**src/rtl/score_display.sv**
```systemverilog
// -----------------------------------------------------------------------------
// score_display
//
// Four-slot time-multiplexed seven-segment driver for the score and lives.
// Slot order is 0 = units, 1 = tens, 2 = spacer (always dark), 3 = life.
// A refresh counter produces one tick every REFRESH_DIV clocks. On each tick
// the anode, segment and decimal-point registers are loaded for the slot that
// is current, and the slot index then advances. All outputs are therefore
// registered and change only on tick edges.
//
// The tens and life values are captured into snapshot registers on the tick
// that drives slot 0. Slots 1 and 3 show the snapshot, so one frame never
// mixes an old tens value with a new life value. Slot 0 decodes the live
// units value at its tick.
//
// Optional feature (macro SCORE_DISPLAY_BLINK_EN): a blink counter toggles a
// phase bit every BLINK_DIV clocks. While the life snapshot is 0 and the phase
// bit is 1, every anode is forced off so the game-over display flashes.
// Without the macro no blink logic is built and life 0 shows a steady "0".
//
// Parameters
//   REFRESH_DIV   clocks per digit slot (minimum 2)
//   BLINK_DIV     clocks per blink half-period (blink build only)
//
// Ports
//   clk            system clock, rising edge
//   rst            asynchronous reset, active low
//   units_counter  BCD units digit of the score
//   tens_counter   BCD tens digit of the score
//   life           remaining lives, 0..7
//   an             digit anodes, active low: [0]=units [1]=tens [2]=spacer [3]=life
//   seg            segments {g,f,e,d,c,b,a}, active low
//   dp             decimal point, active low (lit only in the life slot)
// -----------------------------------------------------------------------------
module score_display #(
    parameter int REFRESH_DIV = 100000,
    parameter int BLINK_DIV   = 25000000
) (
    input  logic       clk,
    input  logic       rst,
    input  logic [3:0] units_counter,
    input  logic [3:0] tens_counter,
    input  logic [2:0] life,
    output logic [3:0] an,
    output logic [6:0] seg,
    output logic       dp
);

    localparam int REFRESH_W = (REFRESH_DIV > 2) ? $clog2(REFRESH_DIV) : 1;
    localparam logic [REFRESH_W-1:0] REFRESH_LAST = REFRESH_W'(REFRESH_DIV - 1);

    localparam logic [6:0] SEG_BLANK = 7'b1111111;
    localparam logic [6:0] SEG_DASH  = 7'b0111111;

    // Reject configurations the counters cannot represent.
    if (REFRESH_DIV < 2 || BLINK_DIV < 1) begin : g_param_check
        $error("score_display: REFRESH_DIV must be >= 2 and BLINK_DIV >= 1");
    end

    // Active-low glyphs; anything above 9 is shown as a dash.
    function automatic logic [6:0] seg_decode(input logic [3:0] value);
        logic [6:0] glyph;
        case (value)
            4'd0:    glyph = 7'b1000000;
            4'd1:    glyph = 7'b1111001;
            4'd2:    glyph = 7'b0100100;
            4'd3:    glyph = 7'b0110000;
            4'd4:    glyph = 7'b0011001;
            4'd5:    glyph = 7'b0010010;
            4'd6:    glyph = 7'b0000010;
            4'd7:    glyph = 7'b1111000;
            4'd8:    glyph = 7'b0000000;
            4'd9:    glyph = 7'b0010000;
            default: glyph = SEG_DASH;
        endcase
        return glyph;
    endfunction

    logic [REFRESH_W-1:0] refresh_cnt_reg, refresh_cnt_next;
    logic [1:0]           idx_reg, idx_next;
    logic [3:0]           tens_snap_reg, tens_snap_next;
    logic [2:0]           life_snap_reg, life_snap_next;
    logic [3:0]           an_reg, an_next;
    logic [6:0]           seg_reg, seg_next;
    logic                 dp_reg, dp_next;
    logic                 tick;
    logic [3:0]           slot_an;

    assign tick = (refresh_cnt_reg == REFRESH_LAST);

    // One-hot-low anode pattern selecting the current slot.
    genvar gi;
    for (gi = 0; gi < 4; gi++) begin : g_slot_an
        assign slot_an[gi] = (idx_reg != 2'(gi));
    end

    always_comb begin
        refresh_cnt_next = tick ? '0 : refresh_cnt_reg + 1'b1;
        idx_next         = tick ? idx_reg + 2'd1 : idx_reg;
        tens_snap_next   = tens_snap_reg;
        life_snap_next   = life_snap_reg;
        an_next          = an_reg;
        seg_next         = seg_reg;
        dp_next          = dp_reg;

        if (tick) begin
            an_next  = 4'b1111;
            seg_next = SEG_BLANK;
            dp_next  = 1'b1;
            case (idx_reg)
                2'd0: begin
                    an_next        = slot_an;
                    seg_next       = seg_decode(units_counter);
                    tens_snap_next = tens_counter;
                    life_snap_next = life;
                end
                2'd1: begin
                    // Leading-zero blanking: a zero tens digit stays dark.
                    if (tens_snap_reg != 4'd0) begin
                        an_next  = slot_an;
                        seg_next = seg_decode(tens_snap_reg);
                    end
                end
                2'd3: begin
                    an_next  = slot_an;
                    seg_next = seg_decode({1'b0, life_snap_reg});
                    dp_next  = 1'b0;
                end
                default: begin
                    // Spacer slot keeps the defaults: everything dark.
                end
            endcase
        end
    end

    always_ff @(posedge clk or negedge rst) begin
        if (!rst) begin
            refresh_cnt_reg <= '0;
            idx_reg         <= 2'd0;
            tens_snap_reg   <= 4'd0;
            life_snap_reg   <= 3'd0;
            an_reg          <= 4'b1111;
            seg_reg         <= SEG_BLANK;
            dp_reg          <= 1'b1;
        end else begin
            refresh_cnt_reg <= refresh_cnt_next;
            idx_reg         <= idx_next;
            tens_snap_reg   <= tens_snap_next;
            life_snap_reg   <= life_snap_next;
            an_reg          <= an_next;
            seg_reg         <= seg_next;
            dp_reg          <= dp_next;
        end
    end

    assign seg = seg_reg;
    assign dp  = dp_reg;

`ifdef SCORE_DISPLAY_BLINK_EN
    localparam int BLINK_W = (BLINK_DIV > 2) ? $clog2(BLINK_DIV) : 1;
    localparam logic [BLINK_W-1:0] BLINK_LAST = BLINK_W'(BLINK_DIV - 1);

    logic [BLINK_W-1:0] blink_cnt_reg;
    logic               phase_reg;
    logic               blink_off;

    always_ff @(posedge clk or negedge rst) begin
        if (!rst) begin
            blink_cnt_reg <= '0;
            phase_reg     <= 1'b0;
        end else if (blink_cnt_reg == BLINK_LAST) begin
            blink_cnt_reg <= '0;
            phase_reg     <= ~phase_reg;
        end else begin
            blink_cnt_reg <= blink_cnt_reg + 1'b1;
        end
    end

    // Gating sits after the anode register so the flash follows the phase
    // bit directly instead of waiting for the next slot tick.
    assign blink_off = (life_snap_reg == 3'd0) && phase_reg;
    assign an        = an_reg | {4{blink_off}};
`else
    assign an = an_reg;
`endif

endmodule

```
**config.mk**
```make
export PLATFORM = sky130hd
export DESIGN_NAME = score_display
export DESIGN_NICKNAME = d
export VERILOG_FILES = /design/src/rtl/score_display.sv
export SDC_FILE = /design/constraint.sdc
export NUM_CORES = 1
export LEC_CHECK = 0
export CAP_MARGIN = 20
export CORE_MARGIN = 3
export CORE_UTILIZATION = 57
export DETAILED_ROUTE_END_ITERATION = 7
export MAX_ROUTING_LAYER = met4
export PLACE_DENSITY = 0.8
export RECOVER_POWER = 50
export SYNTH_ARGS = -nofsm -noshare
export SYNTH_HDL_FRONTEND = slang
export SYNTH_SLANG_ARGS = --single-unit
export TNS_END_PERCENT = 30
```
**constraint.sdc**
```tcl
create_clock -name clk -period 4.77 [get_ports clk]
set_input_delay 0.954 -clock clk [delete_from_list [all_inputs] [get_ports clk]]
set_output_delay 0.954 -clock clk [all_outputs]
set_load 0.02 [all_outputs]
```
==> flow_metrics.py <==
metrics = {
    "logic_synthesis": {
        "synth_top_family_by_area": "simple AND/OR/NAND/NOR gates",
        "synth_cell_type_count": 45,
        "yosysSeqAreaShare": 0.4133,
        "synth_adder_area_share": 0.1285,
        "yosys_warnings": 0,
        "synthXorXnorAreaFrac": 0.05246,
        "async_flop_share": 1.000,
        "synth_edf_count": 0,
        "synth_top_cell_area_share": 0.2784,
        "synth-main-ff-cell": "dfrtp_1",
        "synthSimpleGateAreaFrac": 0.1660,
        "syn_area_sq_um": 2337,
        "synth_mux_area_frac": 0.06049,
        "synth.avg_cell_area_sq_um": 9.820,
        "ys_ff_latch": 38,
        "synth_nets": 275,
        "synth_cells": 238,
        "yosys.area.top_type": "dfrtp_1",
        "synth_compound_area_frac": 0.1279,
        "synthTopCellsByArea": "dfrtp_1 28%, dfstp_2 13%, ha_1 13%, nor2_1 4.0%, mux2_2 3.9%",
    },
    "sta": {
        "fmax_ghz": 0.3895,
        "slew_headroom": -0.2750,
        "clock_skew_ns": 0.01055,
        "period_share": 0.5382,
        "holdWs_ns": 0.4669,
        "hold_violations": 0,
        "fin_crit_ns": 2.567,
        "worst_slew_pin_slew_ns": 1.912,
        "maxSlewViolCount": 39,
        "rsz0062_at_grt": "false",
        "setup_tns_ns": 0,
        "setup_violations": 0,
    },
    "finish": {
        "drive_gt1_frac": 0.1226,
        "layout_commonest_cell": "dfrtp_1",
        "largest_register_ffs": 17,
        "syn_to_final_growth_pct": 17.24,
        "fin_nets": 297,
        "nFillCells": 319,
        "antenna-diode-count": 0,
        "final_cell_mix": "26 x dfrtp_1, 25 x nor2_1, 24 x ha_1",
        "fin_util": 0.7213,
    },
    "clocking": {
        "htreeDepth": 2,
        "clkTransAtPathRegs_ns": 0.08,
        "post_cts_buffers": 0,
        "cts_buffer_depth": 2,
        "cts_buffers": 5,
        "numClockSinks": 38,
        "clockRootBuffer": "clkbuf_8",
        "post_cts_resized": 0,
        "tritoncts": "built",
        "insertion_delay_ns": 0.30,
        "postCtsHoldBufs": 0,
    },
    "die": {
        "initial_utilization": 0.6153,
        "ios": 25,
        "die_area_sq_um": 4905,
        "die_h_um": 70.04,
        "core_region_area_sq_um": 3799,
        "die_w_um": 70.04,
        "rows": 22,
    },
    "global_routing": {
        "grt_pass1_wl_um": 7997,
        "grt_pass1_vias": 1688,
        "grt_overflow_total": 0,
        "antenna_found_initial": 0,
        "grtUsageTotal": 0.2088,
        "grt_max_degree": 39,
    },
    "setup_path": {
        "worstPathMaxFanout": 16,
        "cp_top_family": "simple AND/OR/NAND/NOR gates",
        "required_ns": 4.94,
        "cp_slowest_cell": "nor4_4",
        "worstPathCellList": "or4_1, nor4_4, nand2_2, mux2_1",
        "crit_path_start_kind": "register",
        "max_stage_delay_ns": 0.80,
        "cp-end-kind": "register",
        "cp.arrival_ns": 2.74,
        "worst-path-buf-inv": 0,
        "critPathKind": "register to register",
    },
    "run_status": {
        "status": "complete, but fails checks",
        "violations": "capacitance limit, slew limit",
    },
    "pwr": {
        "p_leak_nw": 1.171,
        "peakVddDrop_mv": 0.2066,
        "powerDensity_nw_per_um2": 263.8,
    },
    "detailed_routing": {
        "drcViolationCount": 0,
        "ant_nets": 0,
        "vias": 1787,
        "dr.pass1.iters": 6,
        "wire_per_inst_um": 14.97,
        "drtIter0Drc": 175,
        "routed_via_density": 5.783,
        "wl_um": 4627,
    },
    "place": {
        "hpwl_um": 3240,
        "gp_congestion": 0.8870,
        "io_buffers": 24,
    },
    "hold_path": {
        "hp-class": "register to register",
    },
    "flow_run": {
        "drv_cap": 1,
    },
}
-- where the power goes --
part	internal [mW]	switching (mW)	total (mW)
Sequential	0.326	0.00606	0.332
Combinational	0.0246	0.0289	0.0535
Clock	0.223	0.115	0.338
Total	0.573	0.150	0.723
-- per-stage QoR --
| step | cell area (sq um) | setup WS, ns | std cells | power, mW |
|---|---|---|---|---|
| floorplan | 2337 | 2.722 | 238 | 0.3668 |
| global placement | 2599 | 2.116 | 301 | 0.3887 |
| detailed placement | 2599 | 2.086 | 301 | 0.3899 |
| CTS | 2741 | 2.163 | 309 | 0.7285 |
| global route | 2740 | 1.887 | 309 | 0.7522 |
| finish | 2740 | 2.203 | 309 | 0.7228 |
-- Yosys cell counts (all sizes together) (3+ instances only) --
master and n:
a21oi 9, a31oi 8, buf 4, clkbuf 6, dfrtp 26, dfstp 12
ha 24, inv 21, mux2 9, mux2i 4, nand2 13, nand2b 3
nand3 8, nand4 3, nor2 25, nor2b 5, nor3 4, nor4 3
o211ai 4, o21ai 7, o221ai 3, or4 3, xnor2 7, xor2 7
-- final timing paths --
check / from / to / slack [ns] / depth (start not counted)
setup / recovery: refresh_cnt_reg[13] / tens_snap_reg[2] / 2.20 / 4
hold / removal: dp / dp / 0.47 / 2
setup reg to reg: refresh_cnt_reg[13] / tens_snap_reg[2] / 2.20 / 4
hold reg to reg: dp / dp / 0.47 / 2
max in group asynchronous: rst / life_snap_reg[2] / 2.48 / 1
min in group asynchronous: rst / refresh_cnt_reg[7] / 1.18 / 1
-- cell type report --
type / count / area (sq um) / share of cell area
well taps: 48 / 60.06 / 0.02192
repair buffers: 25 / 241.5 / 0.08813
multi-input cells: 169 / 1251 / 0.4566
clock buffers: 6 / 82.58 / 0.03014
flip-flops and latches: 38 / 965.9 / 0.3525
clock inverters: 2 / 60.06 / 0.02192
inverters: 21 / 78.83 / 0.02877
-- routing by layer --
layer | share of wire | vias up | wire (um) | track usage
li1 | - | 881 | - | -
met1 | 0.45 | 862 | 2088 | 0.2686
met2 | 0.50 | 35 | 2306 | 0.3263
met3 | 0.034 | 9 | 157 | 0.05036
met4 | 0.016 | 0 | 76 | 0.06596
met5 | 0 | - | 0 | -
-- cell families after synthesis --
logic type | after synthesis
DFF | 38
buffers and inverters | 31
muxes | 13
xor gates and xnor gates | 14
and+or+nand+nor | 74
adders and majority gates | 24
AOI/OAI and AO/OA | 44
-- tightest hold or removal path, delay by kind of cell (launching register included) --
family,cells,cell delay (ns)
muxes,1,0.05
DFF,1,0.37
buffers and inverters,1,0.04
(Power assumes the default switching activity.)
